`config.mk`:
```
export PLATFORM = sky130hd
export DESIGN_NAME = ulpi_cfg_sequencer
export DESIGN_NICKNAME = d
export VERILOG_FILES = /design/src/rtl/ulpi_cfg_pkg.sv /design/src/rtl/ulpi_write_watchdog.sv /design/src/rtl/ulpi_cfg_sequencer.sv
export SDC_FILE = /design/constraint.sdc
export NUM_CORES = 1
export LEC_CHECK = 0
export BUFFER_PORTS_ARGS = -buffer_cell sky130_fd_sc_hd__clkbuf_2
export CAP_MARGIN = 20
export CELL_PAD_IN_SITES_DETAIL_PLACEMENT = 1
export CELL_PAD_IN_SITES_GLOBAL_PLACEMENT = 2
export CORE_ASPECT_RATIO = 0.8
export CORE_MARGIN = 4
export CORE_UTILIZATION = 36
export DETAILED_ROUTE_END_ITERATION = 7
export PLACE_DENSITY_LB_ADDON = 0.1
export SETUP_SLACK_MARGIN = 0.1
export SYNTH_ARGS = -nofsm -noshare
export SYNTH_HDL_FRONTEND = slang
export SYNTH_SLANG_ARGS = --single-unit
```
`constraint.sdc`:
```
create_clock -name clk -period 3.09 [get_ports clk]
set_input_delay 0.1545 -clock clk [delete_from_list [all_inputs] [get_ports clk]]
set_output_delay 0.1545 -clock clk [all_outputs]
set_load 0.03 [all_outputs]
```
`src/rtl/ulpi_cfg_pkg.sv`:
```
// ulpi_cfg_pkg: shared state encoding, register-write type and PHY init table for the ULPI config sequencer
package ulpi_cfg_pkg;
    typedef enum logic [2:0] {
        ST_STARTUP = 3'd0,
        ST_ISSUE   = 3'd1,
        ST_WAIT    = 3'd2,
        ST_RECOVER = 3'd3,
        ST_READY   = 3'd4,
        ST_ERROR   = 3'd5
    } state_t;
    typedef struct packed {
        logic [5:0] addr;
        logic [7:0] data;
    } reg_write_t;
    localparam int INIT_LEN = 3;
    localparam int IDX_W = $clog2(INIT_LEN + 1);
    localparam logic [1:0] TXCMD_REG_WRITE = 2'b10;
    // Function Control, OTG Control, Interface Control
    function automatic reg_write_t init_entry(input logic [IDX_W-1:0] idx);
        return idx == IDX_W'(0) ? reg_write_t'({6'h04, 8'h48})
             : idx == IDX_W'(1) ? reg_write_t'({6'h0A, 8'h00})
             : reg_write_t'({6'h07, 8'h00});
    endfunction
endpackage

```
`src/rtl/ulpi_write_watchdog.sv`:
```
// ulpi_write_watchdog: per-attempt timeout, busy tracking and abort detection for one engine write
module ulpi_write_watchdog
    import ulpi_cfg_pkg::*;
#(
    parameter logic [7:0] TIMEOUT_CYCLES = 8'd64
) (
    input  logic clk,
    input  logic rst,
    input  logic active,
    input  logic dir,
    input  logic wr_busy,
    output logic done,
    output logic fail,
    output logic eng_rst
);
    logic [7:0] tmo_cnt;
    logic busy_seen, aborted, complete, timeout;
    assign complete = active && busy_seen && !wr_busy;
    assign timeout = active && tmo_cnt == TIMEOUT_CYCLES;
    assign done = complete && !aborted;
    assign fail = (complete && aborted) || (timeout && !complete);
    // Attempt state clears outside WAIT; the counter preloads 1 there so it equals cycles since WR_START
    always_ff @(posedge clk) begin
        if (!rst) begin
            tmo_cnt <= 8'd0;
            busy_seen <= 1'b0;
            aborted <= 1'b0;
            eng_rst <= 1'b1;
        end else begin
            tmo_cnt <= !active ? 8'd1 : &tmo_cnt ? tmo_cnt : tmo_cnt + 8'd1;
            busy_seen <= active && (busy_seen || wr_busy);
            aborted <= active && (aborted || (dir && wr_busy));
            eng_rst <= timeout && !complete;
        end
    end
endmodule

```
`src/rtl/ulpi_cfg_sequencer.sv`:
```
// ulpi_cfg_sequencer: programs the PHY init table, then serialises host register writes to the ULPI write engine
module ulpi_cfg_sequencer
    import ulpi_cfg_pkg::*;
#(
    parameter logic [15:0] STARTUP_CYCLES = 16'd1000,
    parameter logic [7:0]  TIMEOUT_CYCLES = 8'd64,
    parameter logic [1:0]  MAX_RETRY      = 2'd2
) (
    input  logic       clk,
    input  logic       rst,
    input  logic       dir,
    input  logic       host_req,
    input  logic [5:0] host_addr,
    input  logic [7:0] host_data,
    output logic       host_ack,
    output logic       host_err,
    output logic       init_done,
    output logic       init_err,
    output logic       wr_start,
    output logic [5:0] wr_addr,
    output logic [7:0] wr_data,
    input  logic       wr_busy,
    output logic       eng_rst
);
    state_t state;
    logic [15:0] startup_cnt;
    logic [1:0] retry;
    logic [IDX_W-1:0] idx, idx_nx;
    logic [5:0] host_addr_q;
    logic [7:0] host_data_q;
    reg_write_t entry;
    logic wd_done, wd_fail;
    assign idx_nx = idx + 1'b1;
    assign entry = init_done ? reg_write_t'({host_addr_q, host_data_q}) : init_entry(idx);

    ulpi_write_watchdog #(
        .TIMEOUT_CYCLES(TIMEOUT_CYCLES)
    ) u_watchdog (
        .clk    (clk),
        .rst    (rst),
        .active (state == ST_WAIT),
        .dir    (dir),
        .wr_busy(wr_busy),
        .done   (wd_done),
        .fail   (wd_fail),
        .eng_rst(eng_rst)
    );

    // Sequencer FSM; init_done doubles as the init/runtime phase flag
    always_ff @(posedge clk) begin
        if (!rst) begin
            state <= ST_STARTUP;
            startup_cnt <= 16'd0;
            retry <= 2'd0;
            idx <= '0;
            host_addr_q <= 6'd0;
            host_data_q <= 8'd0;
            wr_start <= 1'b0;
            wr_addr <= 6'd0;
            wr_data <= 8'd0;
            host_ack <= 1'b0;
            host_err <= 1'b0;
            init_done <= 1'b0;
            init_err <= 1'b0;
        end else begin
            wr_start <= 1'b0;
            host_ack <= 1'b0;
            host_err <= 1'b0;
            case (state)
                ST_STARTUP: begin
                    if (startup_cnt == STARTUP_CYCLES - 16'd1) state <= ST_ISSUE;
                    else startup_cnt <= startup_cnt + 16'd1;
                end
                ST_ISSUE: begin
                    if (!dir) begin
                        wr_start <= 1'b1;
                        wr_addr <= entry.addr;
                        wr_data <= entry.data;
                        state <= ST_WAIT;
                    end
                end
                ST_WAIT: begin
                    if (wd_done) begin
                        retry <= 2'd0;
                        if (init_done) begin
                            host_ack <= 1'b1;
                            state <= ST_READY;
                        end else begin
                            idx <= idx_nx;
                            init_done <= idx_nx == IDX_W'(INIT_LEN);
                            state <= idx_nx == IDX_W'(INIT_LEN) ? ST_READY : ST_ISSUE;
                        end
                    end else if (wd_fail) begin
                        if (retry < MAX_RETRY) begin
                            retry <= retry + 2'd1;
                            state <= ST_RECOVER;
                        end else begin
                            retry <= 2'd0;
                            host_ack <= init_done;
                            host_err <= init_done;
                            init_err <= !init_done;
                            state <= init_done ? ST_READY : ST_ERROR;
                        end
                    end
                end
                ST_RECOVER: state <= ST_ISSUE;
                ST_READY: begin
                    if (host_req && !dir) begin
                        host_addr_q <= host_addr;
                        host_data_q <= host_data;
                        state <= ST_ISSUE;
                    end
                end
                ST_ERROR: state <= ST_ERROR;
                default: state <= ST_ERROR;
            endcase
        end
    end
endmodule
```
==> summary.md <==
| Metric | Value |
|---|---|
| Worst setup SP type | register |
| Hold Fails Final Rpt | 0 |
| Setup TNS | 0 ns |
| Switching share of power | 29.2% |
| Multiplexer share of the synthesized area | 2.33% |
| Post-synthesis compound-gate area fraction | 15.7% |
| DR vias | 2629 |
| Post-CTS Hold Buffers | 0 |
| Gate power share | 17.4% |
| Post_cts resized | 0 |
| Area leader, netlist | dfxtp_1 |
| Worst endpoint required time | 3.35 ns |
| Die width | 110 um |
| Hold Path Class | in2reg |
| Routed length per instance | 14.7 um |
| Core ar. | 8020 sq um |
| Root Buffer | clkbuf_8 |
| WS Path Type | reg2reg |
| Worst Tran Pin Value | 0.704 ns |
| Clock-pin slew on the worst setup and hold paths | 0.07 ns |
| Final setup vio count | 0 |
| Dominant synthesized flop cell | dfxtp_1 |
| Final #Nets | 424 |
| DRC violations left | 0 |
| RSZ-0062 raised after global routing | no |
| Switching power total | 599 uW |
| Cts bufs inserted | 9 |
| Grt total ovfl | 0 |
| Peak Freq | 467 MHz |
| Antenna-violating nets left | 0 |
| Result of the run | complete, no violations |
| Leakage | 1.18 nW |
| Sequential share of power | 47.0% |
| CP Max Fanout | 13 |
| Pwr dens | 591 nW/um^2 |
| Total power | 2.05 mW |
| Main combinational cell family by area after synthesis | simple AND/OR/NAND/NOR gates |
| Final Max Tran Viols | 0 |
| Xor/xnor share of the synthesized area | 2.33% |
| Number of I/O pins | 39 |
| DIE HEIGHT | 89.7 um |
| Sequential area share after synthesis | 44.6% |
| Placed cell count | 495 |
| Post-route insts no fill | 510 |
| Async SR Flop Fraction | 0% |
| Slew HR | 53.0% |
| Share of layout cells above drive strength 1 | 15.9% |
| Antenna Diode Count | 0 |
| DP Wirelength | 5350 um |
| Share of the synthesized area in the top cell type | 44.6% |
| Syn_area_per_cell | 8.21 sq um |
| First DRT Iteration DRCs | 73 |
| CTS tree | done |
| Worst ir drop on vdd | 0.218 mV |
| Final min period | 2.14 ns |
| Vias per cell | 5.15 |
| Largest net degree at the start of global routing | 24 |
| Starting Density | 37.5% |
| Max-cap violation count | 0 |
| Post-Syn Area | 3010 sq um |
| Placement Rows | 29 |
| Initial antenna violation count | 0 |
| First-pass GRT wire length | 12500 um |
| Buffers on Ports | 38 |
| Synth warn | 0 |
| Crit share post-route | 69.3% |
| Synth unique cells | 45 |
| Total track usage | 15.6% |
| Placer Congestion | 0.763 |
| Clk buf depth | 2 |
| Final WL | 7500 um |
| Layout area overhead | 15.5% |
| Worst Hold Path Cells | 3 |
| Post-Synth Simple-Gate Area | 26.6% |
| Mapped Nets | 392 |
| Postcts setup bufs | 0 |
| Worst Path Arrival | 2.40 ns |
| Clock power share | 35.6% |
| Detailed Routing Iterations Pass 1 | 4 |
| Vias in the first global route | 2536 |
| CP Capture Type | register |
| R2R depth | 4 |
| H-tree depth | 3 |
| Ranking of synthesized cells by area | dfxtp_1, a21oi_1, nand2_1 |
| Skew-Pair Late Insertion Delay | 0.33 ns |
| Synthesized instance count | 366 |
| Clk sink count | 67 |
| Synth Register Bits | 67 |
| Clock Skew | 0.0101 ns |
| Post-synth EDFFs | 0 |
| Die area | 9880 sq um |
| Internal | 1.45 mW |
| Synth Area in Adders | 2.91% |
| Flop2flop setup slack | 0.95 ns |
[through the flow]
stage | cell area, sq um | setup WS [ns] | util, % | hold WS [ns]
after global routing | 3470 | 0.838 | 43.3 | 0.0276
after CTS | 3470 | 0.939 | 43.3 | 0.0217
final | 3470 | 0.948 | 43.3 | 0.0380
after global placement | 3280 | 1.03 | 40.9 | 0.378
after floorplan | 3010 | 1.34 | - | 0.270
after detailed placement | 3280 | 0.948 | 40.9 | 0.386
[power by group through the flow]
| stage | combinational [mW] | clock, mW | sequential, mW |
|---|---|---|---|
| after floorplan | 0.248 | 0 | 0.992 |
| after global placement | 0.351 | 0 | 0.983 |
| after detailed placement | 0.360 | 0 | 0.985 |
| after CTS | 0.363 | 0.757 | 0.966 |
| after global routing | 0.399 | 0.795 | 0.975 |
| final | 0.357 | 0.730 | 0.965 |
[metal layers]
layer	routed length (um)	part of all wire [%]	vias up	GRT usage, %
met2	3160	42	29	22.5
li1	-	-	1350	-
met3	234	3.1	8	4.08
met5	0	0	-	0
met1	4030	54	1242	22.7
met4	80	1.1	0	4.62
[cells in the mapped netlist (2+ instances only)]
library cell  count
dfxtp_1          67
buf_2             4
nor3_1           12
nor2b_1           7
o21ai_0           9
nor3b_1           2
nand2b_1          3
mux2i_1           7
or3_1             4
o32ai_1           2
clkbuf_1         18
o211ai_1          3
ha_1              7
nor2_1           26
nor4_1            4
xor2_1            3
a211oi_1          7
xnor2_1           5
nand3_1          18
nand4_1           5
a21oi_1          42
or4_1             8
inv_1            14
nand4bb_1         2
and3_1            4
inv_2             2
o221ai_1          2
o31ai_1           8
o22a_1            2
nand2_1          54
[worst max-delay path, stage by stage, from the launching register on]
cell and delay (ns):
dfxtp_1 0.42, nor3_1 0.44, nand4_1 0.46, or4_1 0.60
a21oi_1 0.15
[path summary, 6_finish.rpt]
kind	startpoint	endpoint
worst min-delay path	host_addr[1]	host_addr_q[1]
worst min register to register	host_data_q[2]	host_data_q[2]
worst max register to register	state[2]	startup_cnt[7]
worst max-delay path	state[2]	startup_cnt[7]
[sequential cells by signal, summed over array words and instances (netlist names)]
name                  cells
wr_data                   8
host_data_q               8
host_addr_q               6
wr_start                  1
host_ack                  1
wr_addr                   6
u_watchdog.busy_seen      1
u_watchdog.eng_rst        1
host_err                  1
startup_cnt              16
init_done                 1
u_watchdog.aborted        1
idx                       2
u_watchdog.tmo_cnt        8
state                     3
init_err                  1
retry                     2
[placed cells by master, fill, tap and decap left out, drive strengths merged, types with 2 or more instances in the layout]
cell     Yosys  final
ha           7      7
nand4bb      2      2
o211ai       3      3
dfxtp       67     67
nor3b        3      3
nand3       18     18
a21oi       42     42
o21ai        9      9
nor2        26     26
o31ai        8      8
nor3        12     12
nand4        5      5
clkbuf      18     51
nor4         4      4
buf          5      6
nor2b        7      7
o221ai       2      2
clkinv       1      2
xor2         3      3
nand2       54     54
o32ai        2      2
or4          9      9
o22a         2      2
inv         16     16
or3          4      4
nand2b       3      3
xnor2        5      5
a211oi       7      7
and3         4      4
mux2i        7      7
[cell type report]
class	instances	area, sq um
clock inverters	2	35.0
multi-input cells	259	1500
flip-flops and latches	67	1340
clock buffers	13	159
inverters	17	63.8
repair buffers	44	235
fillers	980	4550
well taps	108	135
[cells by family after synthesis]
logic type                 after synthesis
xor gates and xnor gates                 8
DFF                                     67
adders and majority gates                7
and+or+nand+nor                        158
buffers and inverters                   40
AOI/OAI and AO/OA                       79
muxes                                    7
(Power assumes the default switching activity.)
